**src/rtl/seq_divider.sv**
```systemverilog
`default_nettype none
// ============================================================================
// Module   : seq_divider
// Purpose  : Iterative unsigned restoring divider, one quotient bit per clock,
//            with start/done handshake and divide-by-zero flag.
// Revision : 1.0 - initial release
// ============================================================================
module seq_divider #(
    parameter int DW = 16,
    parameter int VW = 8
) (
    input  logic          clk,
    input  logic          reset,
    input  logic          start,
    input  logic [DW-1:0] A,
    input  logic [VW-1:0] B,
    output logic [DW-1:0] quotient,
    output logic [VW-1:0] remainder,
    output logic          done,
    output logic          busy,
    output logic          div_by_zero
);

    localparam int            CW     = (DW > 1) ? $clog2(DW) : 1;
    localparam logic [1:0]    c_idle = 2'd0;
    localparam logic [1:0]    c_run  = 2'd1;
    localparam logic [1:0]    c_done = 2'd2;
    localparam logic [CW-1:0] c_last = CW'(DW - 1);

    logic [1:0]    r_state,     w_state_nxt;
    logic [CW-1:0] r_count,     w_count_nxt;
    logic [VW:0]   r_p,         w_p_nxt;
    logic [DW-1:0] r_shift,     w_shift_nxt;
    logic [VW-1:0] r_dvs,       w_dvs_nxt;
    logic [DW-1:0] r_quotient,  w_quotient_nxt;
    logic [VW-1:0] r_remainder, w_remainder_nxt;
    logic          r_done,      w_done_nxt;
    logic          r_busy,      w_busy_nxt;
    logic          r_dbz,       w_dbz_nxt;

    logic [VW:0]   w_p_shift;
    logic [VW:0]   w_p_diff;
    logic          w_ge;
    logic [VW:0]   w_p_step;
    logic [DW-1:0] w_shift_step;

    // The dividend register doubles as the quotient register: dividend bits
    // leave at the MSB while quotient bits enter at the LSB.
    assign w_p_shift    = (VW+1)'({r_p, r_shift} >> (DW - 1));
    assign w_p_diff     = w_p_shift - {1'b0, r_dvs};
    assign w_ge         = (w_p_shift >= {1'b0, r_dvs});
    assign w_p_step     = w_ge ? w_p_diff : w_p_shift;
    assign w_shift_step = {r_shift[DW-2:0], w_ge};

    always_comb begin
        w_state_nxt     = r_state;
        w_count_nxt     = r_count;
        w_p_nxt         = r_p;
        w_shift_nxt     = r_shift;
        w_dvs_nxt       = r_dvs;
        w_quotient_nxt  = r_quotient;
        w_remainder_nxt = r_remainder;
        w_dbz_nxt       = r_dbz;

        case (r_state)
            c_idle: begin
                if (start) begin
                    w_shift_nxt = A;
                    w_dvs_nxt   = B;
                    w_p_nxt     = '0;
                    w_count_nxt = '0;
                    if (B != '0) begin
                        w_state_nxt = c_run;
                    end else begin
                        w_state_nxt     = c_done;
                        w_quotient_nxt  = '1;
                        w_remainder_nxt = '0;
                        w_dbz_nxt       = 1'b1;
                    end
                end
            end
            c_run: begin
                w_p_nxt     = w_p_step;
                w_shift_nxt = w_shift_step;
                w_count_nxt = r_count + CW'(1);
                if (r_count == c_last) begin
                    w_state_nxt     = c_done;
                    w_quotient_nxt  = w_shift_step;
                    w_remainder_nxt = w_p_step[VW-1:0];
                    w_dbz_nxt       = 1'b0;
                end
            end
            c_done: begin
                w_state_nxt = c_idle;
            end
            default: begin
                w_state_nxt = c_idle;
            end
        endcase

        w_done_nxt = (w_state_nxt == c_done);
        w_busy_nxt = (w_state_nxt != c_idle);
    end

    always_ff @(posedge clk) begin
        if (!reset) begin
            r_state     <= c_idle;
            r_count     <= '0;
            r_p         <= '0;
            r_shift     <= '0;
            r_dvs       <= '0;
            r_quotient  <= '0;
            r_remainder <= '0;
            r_done      <= 1'b0;
            r_busy      <= 1'b0;
            r_dbz       <= 1'b0;
        end else begin
            r_state     <= w_state_nxt;
            r_count     <= w_count_nxt;
            r_p         <= w_p_nxt;
            r_shift     <= w_shift_nxt;
            r_dvs       <= w_dvs_nxt;
            r_quotient  <= w_quotient_nxt;
            r_remainder <= w_remainder_nxt;
            r_done      <= w_done_nxt;
            r_busy      <= w_busy_nxt;
            r_dbz       <= w_dbz_nxt;
        end
    end

    assign quotient    = r_quotient;
    assign remainder   = r_remainder;
    assign done        = r_done;
    assign busy        = r_busy;
    assign div_by_zero = r_dbz;

endmodule
`default_nettype wire

```
**config.mk**
```make
export PLATFORM = sky130hd
export DESIGN_NAME = seq_divider
export DESIGN_NICKNAME = d
export VERILOG_FILES = /design/src/rtl/seq_divider.sv
export SDC_FILE = /design/constraint.sdc
export NUM_CORES = 1
export LEC_CHECK = 0
export ABC_AREA = 1
export CORE_MARGIN = 4
export CORE_UTILIZATION = 35
export DETAILED_ROUTE_END_ITERATION = 8
export PLACE_DENSITY = 0.56
export REMOVE_ABC_BUFFERS = 1
export SYNTH_ARGS = -nofsm -noshare
export SYNTH_HDL_FRONTEND = slang
export SYNTH_SLANG_ARGS = --single-unit
```
**constraint.sdc**
```tcl
create_clock -name clk -period 1.7 [get_ports clk]
set_input_delay 0.51 -clock clk [delete_from_list [all_inputs] [get_ports clk]]
set_output_delay 0.51 -clock clk [all_outputs]
set_load 0.005 [all_outputs]
```
### Word level (Yosys, flattened, before mapping)

Index checks and enable logic that the tools add are counted.

* register bits: 65
* logic and storage cells: 49

* $add $sub $neg: 2
* magnitude comparators: 1
* equality and inequality tests: 6
* multiplexer cells: 23
* reduce and logical (&&, ||, !) cells: 7

Operators by type and width (number)
* $mux W16: 4
* $pmux W16 S2: 2
* $mux W8: 5
* $pmux W8 S2: 2
* $ge A9 B8 Y1: 1
* $pmux W4 S2: 1
* $reduce_bool A8 Y1: 1
* $sub A8 B8 Y8: 1
* $mux W2: 3
* $ne A2 B2 Y1 const B: 3
* $add A4 B1 Y4 const B: 1
* $eq A4 B4 Y1 const B: 1
* $mux W4: 1
* $pmux W2 S2: 1
* $reduce_and A2 Y1: 2
* $reduce_and A4 Y1: 1
* $reduce_bool A2 Y1: 2
* $mux W1: 3
* $eq A2 B1 Y1 const B: 1
* $eq A2 B2 Y1 const B: 1
* $logic_not A2 Y1: 1
* $pmux W1 S2: 1

### Depth between registers and ports, before layout

* word-level depth: 5
* gate-level depth with buffers: 13
* mapped depth without buffers: 13

### Worst setup path after synthesis

No wires, ideal clock.

* kind: register -> register
* from: reg r_shift[15]
* to: reg r_p[4]
* arrival: 1.587 ns
* data required time: 1.643 ns
* setup slack: 0.057 ns
* stages on the path, launching flop included: 12
* path buffers: 0
* path through: dfxtp_1 inv_1 ha_1 fa_1 inv_1 nand3_1 nand3_1 xor2_1 nand3_1 nand3_1 nand2_1 inv_1

* longest elaborated chain between the ends: 3
* elaborated cells between the ends (all ways): 4
* classes of those cells: 1 x add/sub; 1 x order compare; 2 x mux

RTL lines
* from (decl): RTL line 33 `logic [DW-1:0] r_shift, w_shift_nxt;`
* from (signal assigned): RTL line 121 `r_shift <= w_shift_nxt;`
* $sub A8 B8 Y8 or $ge A9 B8 Y1 (tied branches): RTL line 50, 51
* $mux W8 *: RTL line 52 `assign w_p_step = w_ge ? w_p_diff : w_p_shift;`
* $pmux W8 S2 *: RTL line 65 `case (r_state)`
* to (signal assigned): RTL line 120 `r_p <= w_p_nxt;`
* to (decl): RTL line 32 `logic [VW:0] r_p, w_p_nxt;`

Every way passes the cells marked *; elsewhere a longest branch is shown, timed or not.
A chain may end at the register's enable or synchronous reset.

### Worst setup path after layout

* from: reg r_dvs[4]
* to: reg r_remainder[4] (netlist: remainder[4])

* longest elaborated chain between the ends: 4
* elaborated cells between the ends (all ways): 5
* classes of those cells: 1 x add/sub; 1 x order compare; 3 x mux

RTL lines
* from (decl): RTL line 34 `logic [VW-1:0] r_dvs, w_dvs_nxt;`
* from (signal assigned): RTL line 122 `r_dvs <= w_dvs_nxt;`
* $sub A8 B8 Y8 or $ge A9 B8 Y1 (tied branches): RTL line 50, 51
* $mux W8 *: RTL line 52
* $mux W8 *: RTL line 86 `if (r_count == c_last) begin`
* $pmux W8 S2 *: RTL line 65
* to (signal assigned): RTL line 124 `r_remainder <= w_remainder_nxt;`
* to (decl): RTL line 36 `logic [VW-1:0] r_remainder, w_remainder_nxt;`

Every way passes the cells marked *; elsewhere a longest branch is shown, timed or not. The select of a mux whose other input is x is not followed.

==> impl_metrics.tcl <==
set metrics [dict create \
    fin_skew_ps 12.5 \
    status "complete, no violations" \
    powerDensity_nw_per_um2 925 \
    layout.cells.non_filler 705 \
    critPathCaptureType "register" \
    wl_per_cell_um 13.7 \
    dp_hpwl_mm 6.07 \
    post_dp_cell_area_um2 4300 \
    cts.sinks 65 \
    final_cell_area_um2 5070 \
    synth.yosys.seq_area_share 0.387 \
    setup_viol 0 \
    cpMaxStageDelayCell "dfxtp_2" \
    grt_usage 0.160 \
    layout.area.seq_um2 1330 \
    hold_viol 0 \
    ant_nets 0 \
    critPathBufInv 3 \
    synth_xor_area_frac 0.00781 \
    cp_max_fo 8 \
    p_leak_uw 0.00265 \
    timing.fmax_mhz 599 \
    layout-drive-gt1-share 0.307 \
    grt_overflow 0 \
    area_growth_pct 50.6 \
    max-vdd-ir-drop_v 0.000447 \
    ios 54 \
    path_cells "inv_2, ha_4, nand2_2, inv_1, nand2_4, nand2_2, nand2_2, nand4_4, nand3_4, nand3_2, nand2_1, inv_1" \
    worstSkewPairLatency_ps 340 \
    place_congestion 0.861 \
    worst_pin_slew_ps 314 \
    syn_inst 475 \
    cp-start-kind "register" \
    min_period_over_period 0.982 \
    synth.area.mux_share 0 \
    yosys.area.top_type "dfxtp_1" \
    setup_tns_ps 0 \
    multi_input_area_um2 1970 \
    yosys_warnings 0 \
    postSynthAreaPerCell_um2 7.08 \
    cap_violations 0 \
    numPortBuffers 53 \
    antenna_found_initial 0 \
    cts_buffers 9 \
    rows 35 \
    ys.flop_type "dfxtp_1" \
    nets 608 \
    slew_viol_final 0 \
    rsz0062_at_grt "yes" \
    fillers 895 \
    drtIter0Drc 137 \
    slew_headroom 0.790 \
    wl_mm 9.69 \
    synth_compound_area_frac 0.140 \
    hold_path.class "reg -> reg" \
    synth_area_leaders "dfxtp_1, nand2_1, inv_1, nor2_1, nand3_1" \
    netlist_area_um2 3360 \
    utilization 0.546 \
    async_flop_share 0 \
    synth_top_family_by_area "simple AND/OR/NAND/NOR gates" \
    synth_top_area_share 0.387 \
    synth-seq-cells 65 \
    max_stage_delay_ps 330 \
    yosys.area_share.simple 0.287 \
    cts_tree "built" \
    dp.cells 679 \
    cts.path.max_buffers 2 \
    layout_commonest_cell "nand2_1" \
    synth_edf_count 0 \
    cts.clk_slew.worst_paths_ps 70 \
    post-route-min-period_ps 1670 \
    arrival_ps 1900 \
    fp.coreArea_um2 9280 \
    drtPass1Iterations 4 \
    total_power_uw 4690 \
    start_util 0.362 \
    cp_top_family "simple AND/OR/NAND/NOR gates" \
    die_area_um2 11200 \
    vias 3344 \
    cts_max_level 3 \
    required_ps 1930 \
    critPathMostFrequentCell "nand2_2" \
    crit_type "reg -> reg" \
    drt-vias-per-instance 4.74 \
    grt_max_degree 28 \
    die_w_um 106 \
    final_cell_mix "nand2_1, inv_1, dfxtp_1, nor2_1, buf_4" \
    drc 0 \
    clock-root-buffer "clkbuf_8" \
    grt_pass1_wl_mm 14.8 \
    grt_pass1_vias 3211 \
    n_antenna_cell 0 \
    synthAdderAreaFrac 0.0394 \
    die_h_um 106 \
    synth.distinct_cells 31 \
]
metrics by stage:
step	worst slack, ps	hold slack [ps]
final	30.6	469
after global routing	-103	486
after CTS	-1.79	468
after detailed placement	-340	455
after global placement	-276	451
after floorplan	-109	433
report_power, final:
part           internal (uW)  switching [uW]  total [uW]
Clock                    870             605        1480
Combinational            648             889        1540
Sequential              1610            62.2        1670
Total                   3130            1560        4690
repair_timing:
action / 4_1_cts / 5_1_grt
buffers inserted: 0 / 2
hold buffers: 0 / 0
cloned: 1 / 7
endpoints found under the setup margin: 37 / 42
resized for setup: 35 / 97
pin swaps: 2 / 30
metal layers:
metal / GRT usage / vias to the layer above / part of all wire / wire length, um
met2: 0.277 / 90 / 0.49 / 4780
met4: 0.0342 / 0 / 0.0093 / 90
li1: - / 1705 / - / -
met3: 0.0443 / 10 / 0.056 / 541
met5: 0 / - / 0 / 0
met1: 0.199 / 1539 / 0.44 / 4280
synth_stat cells, types with 2 or more instances:
cell type	number
o21ai_0	32
dfxtp_1	65
buf_4	2
nor2_1	46
nor2_8	2
clkbuf_1	7
nand4_1	12
xnor2_1	2
nand3_1	33
inv_1	81
inv_2	5
o21ai_1	3
nor2_4	2
buf_2	5
buf_6	7
nand2_4	2
nand3_2	2
nand2_1	97
nor2_2	4
a21oi_1	32
o211ai_1	15
or2_2	2
ha_1	9
registers in the layout, summed over array words and instances (netlist names):
name,count
r_dvs,8
r_shift,16
div_by_zero,1
r_count,4
r_state,2
remainder,8
quotient,16
r_p,8
done,1
busy,1
worst paths after layout:
kind / start / endpoint / slack (ps) / cells past startpoint
max reg2reg: r_dvs[4] / remainder[4] / 30 / 12
max: r_dvs[4] / remainder[4] / 30 / 12
min: r_shift[12] / r_shift[12] / 470 / 2
min reg2reg: r_shift[12] / r_shift[12] / 470 / 2
area by class of cell:
type / count / share of cell area
Tap cell: 129 / 0.0319
Sequential cell: 65 / 0.262
Multi-Input combinational cell: 306 / 0.388
Timing Repair Buffer: 103 / 0.210
Clock inverter: 4 / 0.0151
Inverter: 86 / 0.0642
Clock buffer: 12 / 0.0286
cell families after synthesis:
| logic type | after synthesis |
|---|---|
| and+or+nand+nor | 206 |
| AOI/OAI and AO/OA | 84 |
| DFF | 65 |
| adders and majority gates | 10 |
| xor gates and xnor gates | 3 |
| buffers and inverters | 107 |
worst register-to-register path, cell delays in order (launching register included):
cell     delay (ps)
dfxtp_2         330
inv_2            50
ha_4            230
nand2_2          80
inv_1            70
nand2_4          90
nand2_2          50
nand2_2          70
nand4_4         230
nand3_4         180
nand3_2          80
nand2_1          70
inv_1            30
No activity file was read; power rests on OpenSTA's default activity.
==> variant, RTL diff (config.mk and constraints unchanged) <==
Register the input `start` before use. The logic sees it one clock later. The other inputs are not delayed to match.
--- a/src/rtl/seq_divider.sv
+++ b/src/rtl/seq_divider.sv
@@ -26,6 +26,12 @@
     localparam logic [1:0]    c_run  = 2'd1;
     localparam logic [1:0]    c_done = 2'd2;
     localparam logic [CW-1:0] c_last = CW'(DW - 1);
+
+    logic start_q;
+
+    always_ff @(posedge clk) begin
+        start_q <= start;
+    end
 
     logic [1:0]    r_state,     w_state_nxt;
     logic [CW-1:0] r_count,     w_count_nxt;
@@ -64,7 +70,7 @@
 
         case (r_state)
             c_idle: begin
-                if (start) begin
+                if (start_q) begin
                     w_shift_nxt = A;
                     w_dvs_nxt   = B;
                     w_p_nxt     = '0;
Formal check against the unedited RTL: not equivalent (Yosys sat finds a counterexample within 4 cycles, from zero or initial values and one cycle with reset low).
==> variant against the unedited design <==
Die area increased by 0.69%; sequential cell count up 1; routed wire length down 4.3%; final cell count grew 0.71%; setup slack got worse by 0.024 ns; synthesized cell count rose by 0.42%; largest cell class unchanged; first-iteration DRC count down 32%; worst hold slack about the same; power shrank 1.5%; design area decreased by 1.4%; synthesized area is 0.74% higher.
==> variant: results (changes against the unedited design) <==
Outcome
  • Status: complete, no violations (unchanged)

Synthesis
  • Fraction of the mapped netlist area in adder cells: 3.91% (was 3.94%)
  • Proportion of synthesized chip area in sequential cells: 39.0% (was 38.7%)
  • Compound-Gate Fraction of Synth Area: 13.9% (was 14.0%)
  • Top area cells in the synthesized netlist: sky130_fd_sc_hd__dfxtp_1 39%, sky130_fd_sc_hd__nand2_1 11%, sky130_fd_sc_hd__inv_1 9.0% (unchanged)
  • Xor/xnor share of the synthesized area: 0.775% (was 0.781%)

Global route
  • Pin count of the biggest net entering global routing: 38 (was 28)
  • Wire length of the first global-routing pass: 15.3 mm (was 14.8 mm)

Cells and area
  • Fin cells: 710 (was 705)
  • Total area of multi-input combinational cells: 0.00192 mm^2 (was 0.00197 mm^2)
  • Number of filler instances in the final layout: 902 (was 895)
  • Fraction of layout cells with a size suffix above 1: 29.1% (was 30.7%)
  • Net count, final: 613 (was 608)

Place
  • Global placer's final weighted congestion: 0.837 (was 0.861)
  • Standard cell area after detailed placement: 0.00434 mm^2 (was 0.00430 mm^2)
  • Cell count after placement: 683 (was 679)
  • Post-place setup slack: -0.337 ns (was -0.340 ns)

Drt
  • Initial DRC count: 93 (was 137)
  • Final WL: 9.27 mm (was 9.69 mm)
  • Via count: 3,332 (was 3,344)

STA
  • Post-route minimum period: 1.69 ns (was 1.67 ns)
  • Worst hold slack: 0.468 ns (was 0.469 ns)
  • Slew at the pin closest to its max-slew limit: 0.319 ns (was 0.314 ns)
  • Largest clock skew in the final design: 0.0107 ns (was 0.0125 ns)

Setup path
  • Setup slack, reg-to-reg: 0.007 ns (was 0.03 ns)
  • Data arrival time of the critical path: 1.94 ns (was 1.90 ns)
  • CP Max Fanout: 5 (was 8)
  • Worst reg2reg endpoint: r_p[7]$_SDFFE_PN0P_ (was remainder[4]$_SDFFE_PN0P_)
variant: worst min path at each step:
stage | start | end | cells after the start
floorplan | r_dvs[7]$_SDFFE_PN0P_ | r_dvs[7]$_SDFFE_PN0P_ | 2
global placement | r_shift[4]$_SDFFE_PN0P_ | r_shift[4]$_SDFFE_PN0P_ | 2
detailed placement | r_shift[9]$_SDFFE_PN0P_ | r_shift[9]$_SDFFE_PN0P_ | 2
CTS | r_shift[9]$_SDFFE_PN0P_ | r_shift[9]$_SDFFE_PN0P_ | 2
global route | r_shift[9]$_SDFFE_PN0P_ | r_shift[9]$_SDFFE_PN0P_ | 2
finish | r_shift[11]$_SDFFE_PN0P_ | r_shift[11]$_SDFFE_PN0P_ | 2
variant: metal layers:
layer / vias to the layer above / GRT usage [%] / wire length [um] / share of wire, %
li1: 1724 / - / - / -
met1: 1520 / 21.2 / 4250 / 46
met2: 74 / 26.8 / 4420 / 48
met3: 14 / 5.22 / 420 / 4.5
met4: 0 / 5.11 / 176 / 1.9
met5: - / 0 / 0 / 0
variant: area by class of cell:
type	count	area share, %
Multi-Input combinational cell	306	38.5
Inverter	86	6.46
Tap cell	129	3.23
Clock buffer	11	3.03
Sequential cell	66	26.9
Timing Repair Buffer	107	20.6
Clock inverter	5	1.25
variant: what timing repair did:
| action | CTS | global route |
|---|---|---|
| pin swaps | 5 | 30 |
| hold buffers | 0 | 0 |
| setup endpoints to repair | 41 | 37 |
| setup buffers | 2 | 6 |
| cloned | 2 | 1 |
| gates resized for setup | 41 | 75 |
variant: power breakdown:
part           switching (uW)  internal, uW  total [uW]
clock network             638           762        1400
logic                     871           652        1520
registers                58.8          1640        1690
